$ cat src/rtl/rf_crc_pkg.sv
// rf_crc_pkg: shared definitions for the RF CRC-16/X-25 framer.
//   state_t     - framer FSM states
//   mode_t      - frame direction, sampled on the first accepted byte
//   CRC_*       - CRC-16/X-25 constants (reflected polynomial, init, good residue)
//   RX_MIN_LEN  - shortest legal RX frame (one payload byte plus two CRC bytes)
package rf_crc_pkg;

  typedef enum logic [2:0] {
    ST_IDLE   = 3'd0,
    ST_DATA   = 3'd1,
    ST_CRC_LO = 3'd2,
    ST_CRC_HI = 3'd3,
    ST_DONE   = 3'd4
  } state_t;

  typedef enum logic {
    MODE_TX = 1'b0,
    MODE_RX = 1'b1
  } mode_t;

  localparam logic [15:0] CRC_INIT      = 16'hFFFF;
  localparam logic [15:0] CRC_POLY_REFL = 16'h8408;
  // Engine value left after a frame plus its own (inverted, LSB-first) CRC.
  localparam logic [15:0] CRC_RESIDUE   = 16'hF0B8;
  localparam int          RX_MIN_LEN    = 3;

endpackage

$ cat src/rtl/rf_crc_framer_if.sv
// rf_crc_framer_if: byte-stream handshake bundle around the framer.
//   s_*  - input byte stream from the RF packet buffer (valid/ready/data/last)
//   m_*  - output byte stream towards the RF serializer (valid/ready/data/last)
// Modports:
//   master - environment side: drives the input stream, consumes the output stream
//   slave  - framer side: consumes the input stream, drives the output stream
interface rf_crc_framer_if;
  logic       s_valid_i;
  logic       s_ready_o;
  logic [7:0] s_data_i;
  logic       s_last_i;
  logic       m_valid_o;
  logic       m_ready_i;
  logic [7:0] m_data_o;
  logic       m_last_o;

  modport master (
    output s_valid_i, s_data_i, s_last_i, m_ready_i,
    input  s_ready_o, m_valid_o, m_data_o, m_last_o
  );

  modport slave (
    input  s_valid_i, s_data_i, s_last_i, m_ready_i,
    output s_ready_o, m_valid_o, m_data_o, m_last_o
  );
endinterface

$ cat src/rtl/crc16_x25_step.sv
// crc16_x25_step: combinational one-byte update of a reflected CRC-16/X-25
// register (poly 0x8408), unrolled bitwise, no lookup table.
//   crc      in  16  current engine value
//   data     in   8  byte to absorb
//   crc_next out 16  engine value after absorbing data
module crc16_x25_step
  import rf_crc_pkg::*;
(
  input  logic [15:0] crc,
  input  logic [7:0]  data,
  output logic [15:0] crc_next
);

  always_comb begin
    // NOTE: blocking assignments here chain the eight shift stages within one
    // evaluation; each stage reads the value the previous line just produced.
    crc_next = crc ^ {8'h00, data};
    for (int i = 0; i < 8; i++) begin
      crc_next = crc_next[0] ? ((crc_next >> 1) ^ CRC_POLY_REFL) : (crc_next >> 1);
    end
  end

endmodule

$ cat src/rtl/rf_crc_framer.sv
// rf_crc_framer: sequences a CRC-16/X-25 byte engine between the RF packet
// buffer and the RF serializer/deserializer.
//   TX: forwards payload, then appends ~crc LSB first (last flag on the MSB byte).
//   RX: forwards payload plus received CRC, checks the engine residue.
// Ports:
//   clk_i, rst_i        clock, async active-high reset
//   mode_i              0=TX, 1=RX; sampled on the first accepted byte
//   abort_i             synchronous frame abort
//   bus (slave)         s_* input stream, m_* output stream
//   busy_o              frame in progress
//   done_o              one-cycle completion pulse
//   crc_o, crc_ok_o, err_o  frame status, valid with done_o and held afterwards
// Optional feature (macro RF_CRC_STATS_EN):
//   stats_clr_i, good_cnt_o, bad_cnt_o  saturating good/bad frame counters
module rf_crc_framer
  import rf_crc_pkg::*;
#(
  parameter int MAX_LEN = 255,
  parameter int LEN_W   = 12
) (
  input  logic        clk_i,
  input  logic        rst_i,
  input  logic        mode_i,
  input  logic        abort_i,
  rf_crc_framer_if.slave bus,
  output logic        busy_o,
  output logic        done_o,
  output logic [15:0] crc_o,
  output logic        crc_ok_o,
  output logic        err_o
`ifdef RF_CRC_STATS_EN
  ,
  input  logic        stats_clr_i,
  output logic [15:0] good_cnt_o,
  output logic [15:0] bad_cnt_o
`endif
);

  state_t            state;
  mode_t             mode_q;
  mode_t             frame_mode;
  logic [15:0]       engine;
  logic [15:0]       engine_step;
  logic [15:0]       engine_next;
  logic [LEN_W-1:0]  count;
  logic [LEN_W-1:0]  count_next;
  logic              accept;
  logic              engine_en;
  logic              finish;
  logic              fin_err;
  logic              fin_ok;

  crc16_x25_step u_step (
    .crc      (engine),
    .data     (bus.s_data_i),
    .crc_next (engine_step)
  );

  // In IDLE the frame has not started yet, so the live mode input decides
  // how the first byte is treated.
  assign frame_mode = (state == ST_IDLE) ? mode_t'(mode_i) : mode_q;

  assign accept    = bus.s_valid_i & bus.m_ready_i &
                     ((state == ST_IDLE) | (state == ST_DATA));
  // A beat taken during abort still handshakes but must not touch the CRC.
  assign engine_en = accept & ~abort_i;

  always_comb begin
    // NOTE: every output gets a default before the case so no path leaves a
    // variable unassigned, which would otherwise infer a latch.
    bus.s_ready_o = 1'b0;
    bus.m_valid_o = 1'b0;
    bus.m_data_o  = 8'h00;
    bus.m_last_o  = 1'b0;
    case (state)
      ST_IDLE, ST_DATA: begin
        bus.m_valid_o = bus.s_valid_i;
        bus.s_ready_o = bus.m_ready_i;
        bus.m_data_o  = bus.s_data_i;
        bus.m_last_o  = bus.s_valid_i & bus.s_last_i & (frame_mode == MODE_RX);
      end
      ST_CRC_LO: begin
        bus.m_valid_o = 1'b1;
        bus.m_data_o  = ~engine[7:0];
      end
      ST_CRC_HI: begin
        bus.m_valid_o = 1'b1;
        bus.m_data_o  = ~engine[15:8];
        bus.m_last_o  = 1'b1;
      end
      default: ;
    endcase
  end

  always_comb begin
    engine_next = engine;
    count_next  = count;
    if (engine_en) begin
      engine_next = engine_step;
      count_next  = (count == {LEN_W{1'b1}}) ? count : count + 1'b1;
    end
  end

  // Frame completes on the last RX beat or on the CRC_HI handshake; status
  // is computed from the post-update engine/counter so it lands with done_o.
  assign finish  = (accept & bus.s_last_i & (frame_mode == MODE_RX)) |
                   ((state == ST_CRC_HI) & bus.m_ready_i);
  assign fin_err = (count_next > LEN_W'(MAX_LEN)) |
                   ((frame_mode == MODE_RX) & (count_next < LEN_W'(RX_MIN_LEN)));
  assign fin_ok  = (frame_mode == MODE_RX) & (engine_next == CRC_RESIDUE) & ~fin_err;

  assign busy_o = (state != ST_IDLE);

  always_ff @(posedge clk_i or posedge rst_i) begin
    if (rst_i) begin
      state    <= ST_IDLE;
      mode_q   <= MODE_TX;
      engine   <= CRC_INIT;
      count    <= '0;
      done_o   <= 1'b0;
      crc_o    <= 16'h0000;
      crc_ok_o <= 1'b0;
      err_o    <= 1'b0;
    end else if (abort_i) begin
      state  <= ST_IDLE;
      engine <= CRC_INIT;
      count  <= '0;
      done_o <= 1'b0;
    end else begin
      // NOTE: non-blocking assignments; a later assignment in this block (the
      // DONE reload) overrides the default update below within the same edge.
      done_o <= 1'b0;
      engine <= engine_next;
      count  <= count_next;
      if ((state == ST_IDLE) && accept) begin
        mode_q <= frame_mode;
      end
      if (finish) begin
        state    <= ST_DONE;
        done_o   <= 1'b1;
        crc_o    <= ~engine_next;
        crc_ok_o <= fin_ok;
        err_o    <= fin_err;
      end else begin
        case (state)
          ST_IDLE: begin
            if (accept) begin
              state <= bus.s_last_i ? ST_CRC_LO : ST_DATA;
            end
          end
          ST_DATA: begin
            if (accept && bus.s_last_i) begin
              state <= ST_CRC_LO;
            end
          end
          ST_CRC_LO: begin
            if (bus.m_ready_i) begin
              state <= ST_CRC_HI;
            end
          end
          ST_DONE: begin
            engine <= CRC_INIT;
            count  <= '0;
            state  <= ST_IDLE;
          end
          default: ;
        endcase
      end
    end
  end

`ifdef RF_CRC_STATS_EN
  logic frame_good;
  assign frame_good = ((mode_q == MODE_TX) & ~err_o) | crc_ok_o;

  always_ff @(posedge clk_i or posedge rst_i) begin
    if (rst_i) begin
      good_cnt_o <= 16'h0000;
      bad_cnt_o  <= 16'h0000;
    end else if (stats_clr_i) begin
      good_cnt_o <= 16'h0000;
      bad_cnt_o  <= 16'h0000;
    end else if (done_o) begin
      if (frame_good) begin
        if (good_cnt_o != 16'hFFFF) good_cnt_o <= good_cnt_o + 16'h0001;
      end else begin
        if (bad_cnt_o != 16'hFFFF) bad_cnt_o <= bad_cnt_o + 16'h0001;
      end
    end
  end
`endif

endmodule

$ cat src/flat_wrapper.sv
// flat-port wrapper written by rule: the top's interface ports become plain ports
module rf_crc_framer_flat import rf_crc_pkg::*;
#(
  parameter int MAX_LEN = 255,
  parameter int LEN_W   = 12
)
  (clk_i, rst_i, mode_i, abort_i, busy_o, done_o, crc_o, crc_ok_o, err_o, bus_s_valid_i, bus_s_data_i, bus_s_last_i, bus_m_ready_i, bus_s_ready_o, bus_m_valid_o, bus_m_data_o, bus_m_last_o);
  rf_crc_framer_if bus_i ();
  input  logic clk_i;
  input  logic rst_i;
  input  logic mode_i;
  input  logic abort_i;
  output logic busy_o;
  output logic done_o;
  output logic [15:0] crc_o;
  output logic crc_ok_o;
  output logic err_o;
  input wire logic [$bits(bus_i.s_valid_i)-1:0] bus_s_valid_i;
  input wire logic [$bits(bus_i.s_data_i)-1:0] bus_s_data_i;
  input wire logic [$bits(bus_i.s_last_i)-1:0] bus_s_last_i;
  input wire logic [$bits(bus_i.m_ready_i)-1:0] bus_m_ready_i;
  output wire logic [$bits(bus_i.s_ready_o)-1:0] bus_s_ready_o;
  output wire logic [$bits(bus_i.m_valid_o)-1:0] bus_m_valid_o;
  output wire logic [$bits(bus_i.m_data_o)-1:0] bus_m_data_o;
  output wire logic [$bits(bus_i.m_last_o)-1:0] bus_m_last_o;
  assign bus_i.s_valid_i = bus_s_valid_i;
  assign bus_i.s_data_i = bus_s_data_i;
  assign bus_i.s_last_i = bus_s_last_i;
  assign bus_i.m_ready_i = bus_m_ready_i;
  assign bus_s_ready_o = bus_i.s_ready_o;
  assign bus_m_valid_o = bus_i.m_valid_o;
  assign bus_m_data_o = bus_i.m_data_o;
  assign bus_m_last_o = bus_i.m_last_o;
  rf_crc_framer #(.MAX_LEN(MAX_LEN), .LEN_W(LEN_W)) u_core (.clk_i(clk_i), .rst_i(rst_i), .mode_i(mode_i), .abort_i(abort_i), .bus(bus_i), .busy_o(busy_o), .done_o(done_o), .crc_o(crc_o), .crc_ok_o(crc_ok_o), .err_o(err_o));
endmodule
$ cat config.mk
export PLATFORM = sky130hd
export DESIGN_NAME = rf_crc_framer_flat
export DESIGN_NICKNAME = d
export VERILOG_FILES = /design/src/rtl/rf_crc_pkg.sv /design/src/rtl/rf_crc_framer_if.sv /design/src/rtl/crc16_x25_step.sv /design/src/rtl/rf_crc_framer.sv /design/src/flat_wrapper.sv
export SDC_FILE = /design/constraint.sdc
export NUM_CORES = 1
export LEC_CHECK = 0
export CAP_MARGIN = 10
export CELL_PAD_IN_SITES_DETAIL_PLACEMENT = 1
export CELL_PAD_IN_SITES_GLOBAL_PLACEMENT = 1
export CORE_ASPECT_RATIO = 0.8
export CORE_MARGIN = 2
export CORE_UTILIZATION = 42
export CTS_CLUSTER_DIAMETER = 150
export DETAILED_ROUTE_END_ITERATION = 8
export PLACE_DENSITY = 0.89
export SLEW_MARGIN = 10
export SYNTH_ARGS = -nofsm -noshare
export SYNTH_HDL_FRONTEND = slang
export SYNTH_SLANG_ARGS = --single-unit
$ cat constraint.sdc
create_clock -name clk_i -period 3.4 [get_ports clk_i]
set_clock_uncertainty 0.15 [all_clocks]
set_input_delay 0.68 -clock clk_i [delete_from_list [all_inputs] [get_ports clk_i]]
set_output_delay 0.68 -clock clk_i [all_outputs]
set_load 0.005 [all_outputs]
* Yosys cells after proc, flatten, opt, wreduce, memory -nomap -nowiden
Index checks and enable logic that the tools add are counted.
** Word-level totals
- Flip-flop bits (word level) :: 51
- Input port bits :: 15
** Operators by class
- $add $sub $neg :: 1
- Magnitude comparators :: 2
- Eq/ne operators :: 9
- Muxes and demuxes :: 31
- Bitwise gates (word level) :: 28
- Reductions and logical operators :: 10
** Operator list (count)
- $mux W16 :: 12
- $mux W12 :: 5
- $not A2 Y3 :: 8
- $pmux W8 S3 :: 1
- $eq A16 B16 Y1 const B :: 1
- $not A16 Y16 :: 1
- $not A8 Y8 :: 2
- $xor A16 B8 Y16 :: 1
- $mux W3 :: 5
- $add A12 B1 Y12 const B :: 1
- $eq A12 B12 Y1 const B :: 1
- $gt A12 B8 Y1 const B :: 1
- $lt A12 B2 Y1 const B :: 1
- $pmux W3 S4 :: 1
- $and A1 B1 Y1 :: 11
- $ne A4 B3 Y1 const B :: 2
- $eq A3 B2 Y1 const B :: 2
- $reduce_bool A6 Y1 :: 1
- $mux W1 :: 4
- $ne A4 B2 Y1 const B :: 1
- $pmux W1 S2 :: 2
- $reduce_and A2 Y1 :: 2
- $reduce_and A4 Y1 :: 1
- $reduce_or A2 Y1 :: 2
- other kinds (8) :: 12

* Depth between registers and ports, before layout
Gate-level depths: netlist of the first run.
- Depth in word-level cells :: 21
- Mapped depth :: 9
- Depth with buffers taken out :: 7

* Modules after synthesis
Synthesis of the first run repeated with hierarchy kept, for this count alone.
** Second synthesis, totals
- Cells, all modules :: 295
- Area, all modules :: 3220.6 µm²
** Modules (own cells, without submodules)
- rf_crc_framer :: times used 1, cells each 271, area each 2849.0 µm², sequential area each 1296.2 µm²
- crc16_x25_step :: times used 1, cells each 24, area each 371.6 µm², sequential area each 0.0 µm²

* Worst setup path before layout of the first run
OpenSTA, ideal clock, no wires.
- Path kind :: register -> register
- Start :: register u_core.state[1]
- End :: register u_core.crc_o[1]
- Library setup time :: 125 ps
- Arrival time :: 2287 ps
- Required time :: 3125 ps
- Setup slack :: 838 ps
- Stages on the path, launching flop included :: 8
- Period minus slack after synthesis :: 2562 ps
- Cell sequence :: dfrtp_1 -> buf_2 -> or3_1 -> mux2i_1 -> o31a_1 -> nor3_2 -> buf_4 -> mux2_2
** Between the ends
- Cells in the longest elaborated chain, start to end :: 7
- Elaborated cells on any way between the ends :: 14
- Classes of those cells :: 2 x eq/ne; 2 x mux; 8 x bitwise; 2 x reduce/logical
** Ends and longest elaborated chain
- start: declaration :: RTL line rf_crc_framer.sv:39 : state_t state;
- start signal: assignment :: RTL line rf_crc_framer.sv:148 : state <= bus.s_last_i ? ST_CRC_LO : ST_DATA;
- $eq A3 B1 Y1 or $logic_not A3 Y1 (tied branches) :: RTL line rf_crc_framer.sv:64, rf_crc_framer.sv:61
- $or A1 B1 Y1 :: RTL line rf_crc_framer.sv:64 : ((state == ST_IDLE) | (state == ST_DATA));
- $and A1 B1 Y1 :: RTL line rf_crc_framer.sv:63 : assign accept = bus.s_valid_i & bus.m_ready_i &
- $and A1 B1 Y1 (2 in series) :: RTL line rf_crc_framer.sv:106 : assign finish = (accept & bus.s_last_i & (frame_mode == MODE_RX)) |
- $or A1 B1 Y1 :: RTL line rf_crc_framer.sv:106
- $reduce_and A2 Y1 (no line)
- end signal: assignment :: RTL line rf_crc_framer.sv:141 : crc_o <= ~engine_next;
- end: declaration :: RTL line rf_crc_framer.sv:28 : output logic [15:0] crc_o,
Parallel ways exist; a longest one is shown, timed or not.
A chain may end at the register's enable or synchronous reset.

* Worst setup path after layout of the first run
- Start :: register u_core.state[2]
- End :: output bus_m_last_o
** Between the ends
- Cells in the longest elaborated chain, start to end :: 4
- Elaborated cells on any way between the ends :: 7
- Classes of those cells :: 2 x eq/ne; 2 x mux; 1 x bitwise; 2 x reduce/logical
** Ends and longest elaborated chain
- $logic_not A3 Y1 :: RTL line rf_crc_framer.sv:61, rf_crc_framer.sv:75
- $mux W1 :: RTL line rf_crc_framer.sv:61 : assign frame_mode = (state == ST_IDLE) ? mode_t'(mode_i) : mode_q;
- $and A1 B1 Y1 :: RTL line rf_crc_framer.sv:80 : bus.m_last_o = bus.s_valid_i & bus.s_last_i & (frame_mode == MODE_RX);
- $pmux W1 S2 (*) :: RTL line rf_crc_framer.sv:75 : case (state)
- end: declaration :: RTL line flat_wrapper.sv:25 : output wire logic [$bits(bus_i.m_last_o)-1:0] bus_m_last_o;
Every way passes the cells marked *; elsewhere a longest branch is shown, timed or not.

==> run_results.csv, run 1 <==
group,metric,value,unit
run_status,outcome,"finished clean",
timing,slew_headroom,53.5,%
cts,cts_resized,0,
critical_path,max_stage_delay,0.50,ns
timing,rsz0062_at_grt,"no",
die,rows,27,
timing,min_period_over_period,92.4,%
routing,antenna_left,0,
power,sw_frac_of_total,29.7,%
yosys,synth_nets,331,
routing,drc,0,
timing,hold_viol,0,
die,core,0.00696,mm^2
timing,max_freq,0.318,GHz
timing,finalCriticalPeriod,3.14,ns
placed_design,io_buffer_count,45,
die,io_pins,46,
yosys,synth_area,0.00304,mm^2
timing,worst_pin_slew,0.691,ns
cts,clock_sinks,51,
die,start_util,43.7,%
finish,multiInputGateArea,0.00166,mm^2
yosys,synth-async-reset-ratio,100,%
finish,synthToLayoutAreaGrowth,23.3,%
critical_path,startpoint_type,"flip-flop",
timing,setup_tns,0,ns
die,die_height,80.1,um
critical_path,cp_top_family,"simple AND/OR/NAND/NOR gates",
cts,clkTransAtPathRegs,0.10,ns
power,finalPower,1620,uW
routing,post_drt_wl_per_cell,18.9,um
job,maxCapViolCount,0,
routing,vias_per_cell,5.66,
power,ir_drop,0.227,mV
finish,register_area,0.00130,mm^2
power,pwr_density_cell,431,mW/mm^2
cts,numCtsBuffers,5,
placed_design,preCtsSetupSlack,0.230,ns
power,p_seq_share,46.2,%
critical_path,critical_path.max_fanout,3,
placed_design,dp_hpwl,6390,um
grt,grt_pass1_vias,2730,
cts,insertion_delay,0.31,ns
yosys,synth_cell_type_count,54,
power,p_int,1140,uW
grt,grt_max_degree,26,
die,chipWidth,99.1,um
critical_path,crit_buf_inv,1,
timing,drv_slew,0,
finish,finalNetCount,383,
critical_path,crit_arrival,2.31,ns
yosys,syn_inst,315,
power,comb_power_share,30.3,%
hold_path,min_path_type,"reg -> reg",
routing,vias,2577,
timing,fin_ws,0.258,ns
routing,first_iter_violations,126,
die,die-area,0.00794,mm^2
grt,grt_pass1_wl,14200,um
finish,fillerInstances,805,
cts,root_buffer,"clkbuf_8",
cts,clockBufferDepth,2,
critical_path,path_class,"reg -> out",
cts,post-cts-setup-buffer-count,0,
critical_path,cp.required,2.57,ns
critical_path,endpoint_kind,"output pin",
critical_path,cpMaxStageDelayCell,"clkdlybuf4s50_1",
cts,cts_hold_repair.buffers,0,
cts,h-tree-depth,2,
power,p_sw,480,uW
timing,finalSetupViolCount,0,
power,p_leak,0.00156,uW
placed_design,place.gp.congestion,0.886,
power,power.share.clock,23.5,%
grt,grt_usage,22.7,%
yosys,ys_warn_count,0,
yosys,synth_area_per_cell,9.65,um^2
finish,drive_above_1_share,16.0,%
cts,cts_tree,"built",
yosys,synth_seq_cells,51,
routing,drt_wl_total,8590,um
finish,diodes,0,
yosys,ys_seq_area_share,42.6,%
yosys,synth-edff-count,0,
grt,grt_remaining_overflow,0,
routing,first_pass_iters,4,
grt,antenna_found_initial,0,
critical_path,worstPathCellList,"or3_1 -> mux2i_1 -> o31a_1 -> nor2_1 -> clkdlybuf4s50_1",
yosys,ys.flop_type,"dfrtp_1",
registers in the layout (all words and copies together), names as in the netlist:
| signal | cells |
|---|---|
| u_core.engine | 16 |
| u_core.mode_q | 1 |
| u_core.state | 3 |
| u_core.crc_o | 16 |
| u_core.crc_ok_o | 1 |
| u_core.count | 12 |
| u_core.done_o | 1 |
| u_core.err_o | 1 |
final cells by class:
cell class	instances	share of cell area (%)
clock buffers	7	2.30
clock inverters	1	0.234
inverters	6	0.601
multi-input cells	243	44.4
flip-flops and latches	51	34.6
well taps	87	2.90
repair buffers	60	15.0
worst paths after layout:
kind,slack (ns),endpoint,start,cells after the start
setup / recovery,0.26,bus_m_last_o,u_core.state[2]$_DFFE_PP0P_,5
hold / removal,0.37,u_core.crc_o[6]$_DFFE_PP0P_,u_core.crc_o[6]$_DFFE_PP0P_,1
setup reg to reg,0.54,u_core.crc_ok_o$_DFFE_PP0P_,u_core.count[0]$_DFF_PP0_,7
hold reg to reg,0.37,u_core.crc_o[6]$_DFFE_PP0P_,u_core.crc_o[6]$_DFFE_PP0P_,1
max in group asynchronous,1.98,u_core.engine[1]$_DFF_PP1_,rst_i,3
min in group asynchronous,0.47,u_core.err_o$_DFFE_PP0P_,rst_i,2
cells in the mapped netlist (8+ instances only):
| cell type | n | area share [%] |
|---|---|---|
| a21oi_1 | 13 | 2.1 |
| clkbuf_1 | 9 | 1.1 |
| dfrtp_1 | 35 | 29 |
| dfstp_2 | 16 | 14 |
| mux2_2 | 12 | 4.4 |
| mux2i_1 | 24 | 7.9 |
| nand2_1 | 36 | 4.4 |
| nand3_1 | 9 | 1.5 |
| nor2_1 | 47 | 5.8 |
| o21ai_0 | 8 | 1.3 |
| xnor2_1 | 22 | 6.3 |
| xor2_1 | 8 | 2.3 |
metal layers:
metal	up-vias	wire length (um)	track usage, %	part of all wire (%)
li1	1200	-	-	-
met1	1310	4010	31.5	47
met2	54	4180	37.8	49
met3	13	303	3.57	3.5
met4	0	104	5.07	1.2
met5	-	0	0	0
stage by stage:
stage          instances  util, %  instance area (um^2)  hold slack [ns]
3_3_place_gp         447     52.5                  3650            0.343
5_1_grt              455     53.9                  3750            0.385
3_5_place_dp         447     52.5                  3650            0.350
6_report             455     53.9                  3750            0.366
2_1_floorplan        315        -                  3040            0.329
4_1_cts              455     53.9                  3750            0.373
logic make-up after synthesis:
group | count (synthesis) | share of synthesized area [%]
xor gates and xnor gates | 35 | 12.2
DFF | 51 | 42.6
muxes | 36 | 12.3
and+or+nand+nor | 132 | 21.3
AOI/OAI and AO/OA | 39 | 8.23
adders and majority gates | 1 | 0.411
buffers and inverters | 21 | 2.88
cell usage in the layout, fill, tap and decap left out, types with 4 or more instances in the layout:
cell / instances
xnor2_1: 22
nor3_1: 4
o21ai_0: 8
nand4_1: 4
nor2_1: 47
clkbuf_8: 6
a21oi_1: 13
mux2i_1: 24
nand3_1: 9
clkdlybuf4s50_1: 45
inv_1: 5
nand2b_1: 4
mux2_2: 12
dfrtp_1: 35
nand2_1: 36
xor2_1: 8
nor4_1: 6
buf_4: 15
dfstp_2: 16
power groups by stage:
stage	clock, uW	sequential, uW	combinational (uW)
after floorplan	0	753	235
after global placement	0	754	472
after detailed placement	0	758	489
after CTS	391	748	494
after global routing	412	757	533
final	380	747	490
Power figures use the tool's default switching activity.
==> run 2: changes to the inputs <==
--- a/config.mk
+++ b/config.mk
@@ -10,10 +10,10 @@
 export CELL_PAD_IN_SITES_GLOBAL_PLACEMENT = 1
 export CORE_ASPECT_RATIO = 0.8
 export CORE_MARGIN = 2
-export CORE_UTILIZATION = 42
+export CORE_UTILIZATION = 30
 export CTS_CLUSTER_DIAMETER = 150
 export DETAILED_ROUTE_END_ITERATION = 8
-export PLACE_DENSITY = 0.89
+export PLACE_DENSITY = 0.7
 export SLEW_MARGIN = 10
 export SYNTH_ARGS = -nofsm -noshare
 export SYNTH_HDL_FRONTEND = slang
==> run_results.csv, run 2 (same netlist as run 1, synthesis figures left out) <==
group,metric,value,unit
run_status,outcome,"finished clean",
finish,multiInputGateArea,0.00166,mm^2
grt,grt_pass1_wl,13900,um
finish,drive_above_1_share,15.4,%
routing,first_iter_violations,99,
finish,largest_registers,"u_core.crc_o (16), u_core.engine (16), u_core.count (12)",
grt,grt_remaining_overflow,0,
routing,vias,2464,
finish,register_area,0.00130,mm^2
finish,synthToLayoutAreaGrowth,27.9,%
timing,hold_slack,0.360,ns
cts,root_buffer,"clkbuf_16",
hold_path,min_path_type,"reg -> reg",
timing,slew_headroom,44.2,%
cts,clockBufferDepth,2,
cts,cts_resized,0,
critical_path,cp.required,2.57,ns
grt,grt_pass1_vias,2612,
timing,setup_tns,0,ns
placed_design,io_buffer_count,45,
routing,vias_per_cell,4.93,
finish,final_util,39.8,%
grt,antenna_found_initial,0,
die,die_height,94.0,um
finish,final_cell_mix,"nor2_1 (47), clkdlybuf4s50_1 (45), nand2_1 (36)",
timing,worst_pin_slew,0.829,ns
placed_design,place.gp.congestion,0.895,
critical_path,critical_path.max_fanout,3,
cts,h-tree-depth,2,
timing,rsz0062_at_grt,"no",
critical_path,cpMaxStageDelayCell,"clkdlybuf4s50_1",
critical_path,r2r_cells,7,
power,p_leak,0.00159,uW
timing,finalCriticalPeriod,3.19,ns
die,die-area,0.0110,mm^2
die,chipWidth,117,um
die,core,0.00977,mm^2
timing,max_freq,0.314,GHz
die,start_util,31.1,%
routing,antenna_left,0,
grt,grt_usage,16.7,%
critical_path,max_stage_delay,0.50,ns
critical_path,crit_arrival,2.36,ns
timing,drv_slew,0,
routing,drc,0,
power,ir_drop,0.224,mV
cts,numCtsBuffers,5,
job,maxCapViolCount,0,
grt,grt_max_degree,28,
cts,clkTransAtPathRegs,0.06,ns
critical_path,path_class,"reg -> out",
critical_path,startpoint_type,"flip-flop",
cts,post-cts-setup-buffer-count,0,
finish,diodes,0,
finish,fillerInstances,1129,
routing,drt_wl_total,8480,um
timing,min_period_over_period,93.7,%
finish,finalNetCount,379,
routing,first_pass_iters,4,
critical_path,endpoint_kind,"output pin",
die,rows,32,
cts,insertion_delay,0.30,ns
timing,finalSetupViolCount,0,
placed_design,dp_hpwl,6370,um
routing,post_drt_wl_per_cell,17.0,um
finish,mostFrequentLayoutCell,"nor2_1",
cts,cts_hold_repair.buffers,0,
critical_path,worstPathCellList,"or3_1 -> mux2i_1 -> o31a_1 -> nor2_1 -> clkdlybuf4s50_1",
cts,clock_sinks,51,
timing,hold_viol,0,
die,io_pins,46,
power,pwr_density_cell,472,mW/mm^2
cts,cts_tree,"built",
hold_path,whs_path_depth,1,
power,finalPower,1840,uW
[run 2: changes by cell type in the layout (fill, tap and decap cells not counted)]
cell / change
clkbuf_16: +5
buf_12: +2
clkbuf_8: -5
clkinv_4: -1
buf_4: -6
clkbuf_1: -1
bufinv_16: +1
inv_6: +1
[run 2: worst max-delay path: cells and delay by family, from the launching register on]
kind / cells / cell delay (ns)
flops: 1 / 0.38
compound gates: 1 / 0.39
simple gates: 2 / 0.55
buf+inv: 1 / 0.50
mux: 1 / 0.24
[run 2: path summary, 6_finish.rpt]
path / startpoint / endpoint / slack [ns]
setup / recovery: u_core.state[2]$_DFFE_PP0P_ / bus_m_last_o / 0.21
min in group asynchronous: rst_i / u_core.crc_o[0]$_DFFE_PP0P_ / 0.62
hold / removal: u_core.crc_o[7]$_DFFE_PP0P_ / u_core.crc_o[7]$_DFFE_PP0P_ / 0.36
setup reg to reg: u_core.count[0]$_DFF_PP0_ / u_core.crc_ok_o$_DFFE_PP0P_ / 0.60
max in group asynchronous: rst_i / u_core.engine[7]$_DFF_PP1_ / 1.85
hold reg to reg: u_core.crc_o[7]$_DFFE_PP0P_ / u_core.crc_o[7]$_DFFE_PP0P_ / 0.36
[run 2: stage by stage]
stage / setup slack, ns / instance area, um^2 / std cells
after floorplan: 0.839 / 3040 / 315
after global placement: 0.268 / 3710 / 492
after detailed placement: 0.218 / 3710 / 492
after CTS: 0.201 / 3890 / 500
after global routing: 0.0848 / 3890 / 500
final: 0.213 / 3890 / 500
[run 2: power breakdown]
| part | internal (uW) | switching, uW | total, uW |
|---|---|---|---|
| combinational | 274 | 206 | 479 |
| sequential | 694 | 54.6 | 749 |
| clock | 371 | 238 | 608 |
| total | 1340 | 498 | 1840 |
[run 2: layout make-up]
type	count	share of cell area, %
multi-input cells	243	42.8
flip-flops and latches	51	33.3
repair buffers	56	14.4
well taps	136	4.38
clock buffers	6	3.57
clock inverters	2	0.998
inverters	6	0.579
[run 2: layer usage]
layer  GRT usage [%]  vias to the layer above  part of all wire (%)
met2            25.6                       39                    44
met5               0                        -                     0
li1                -                     1189                     -
met3            3.42                        7                   3.5
met1            23.8                     1229                    52
met4            4.41                        0                   1.1
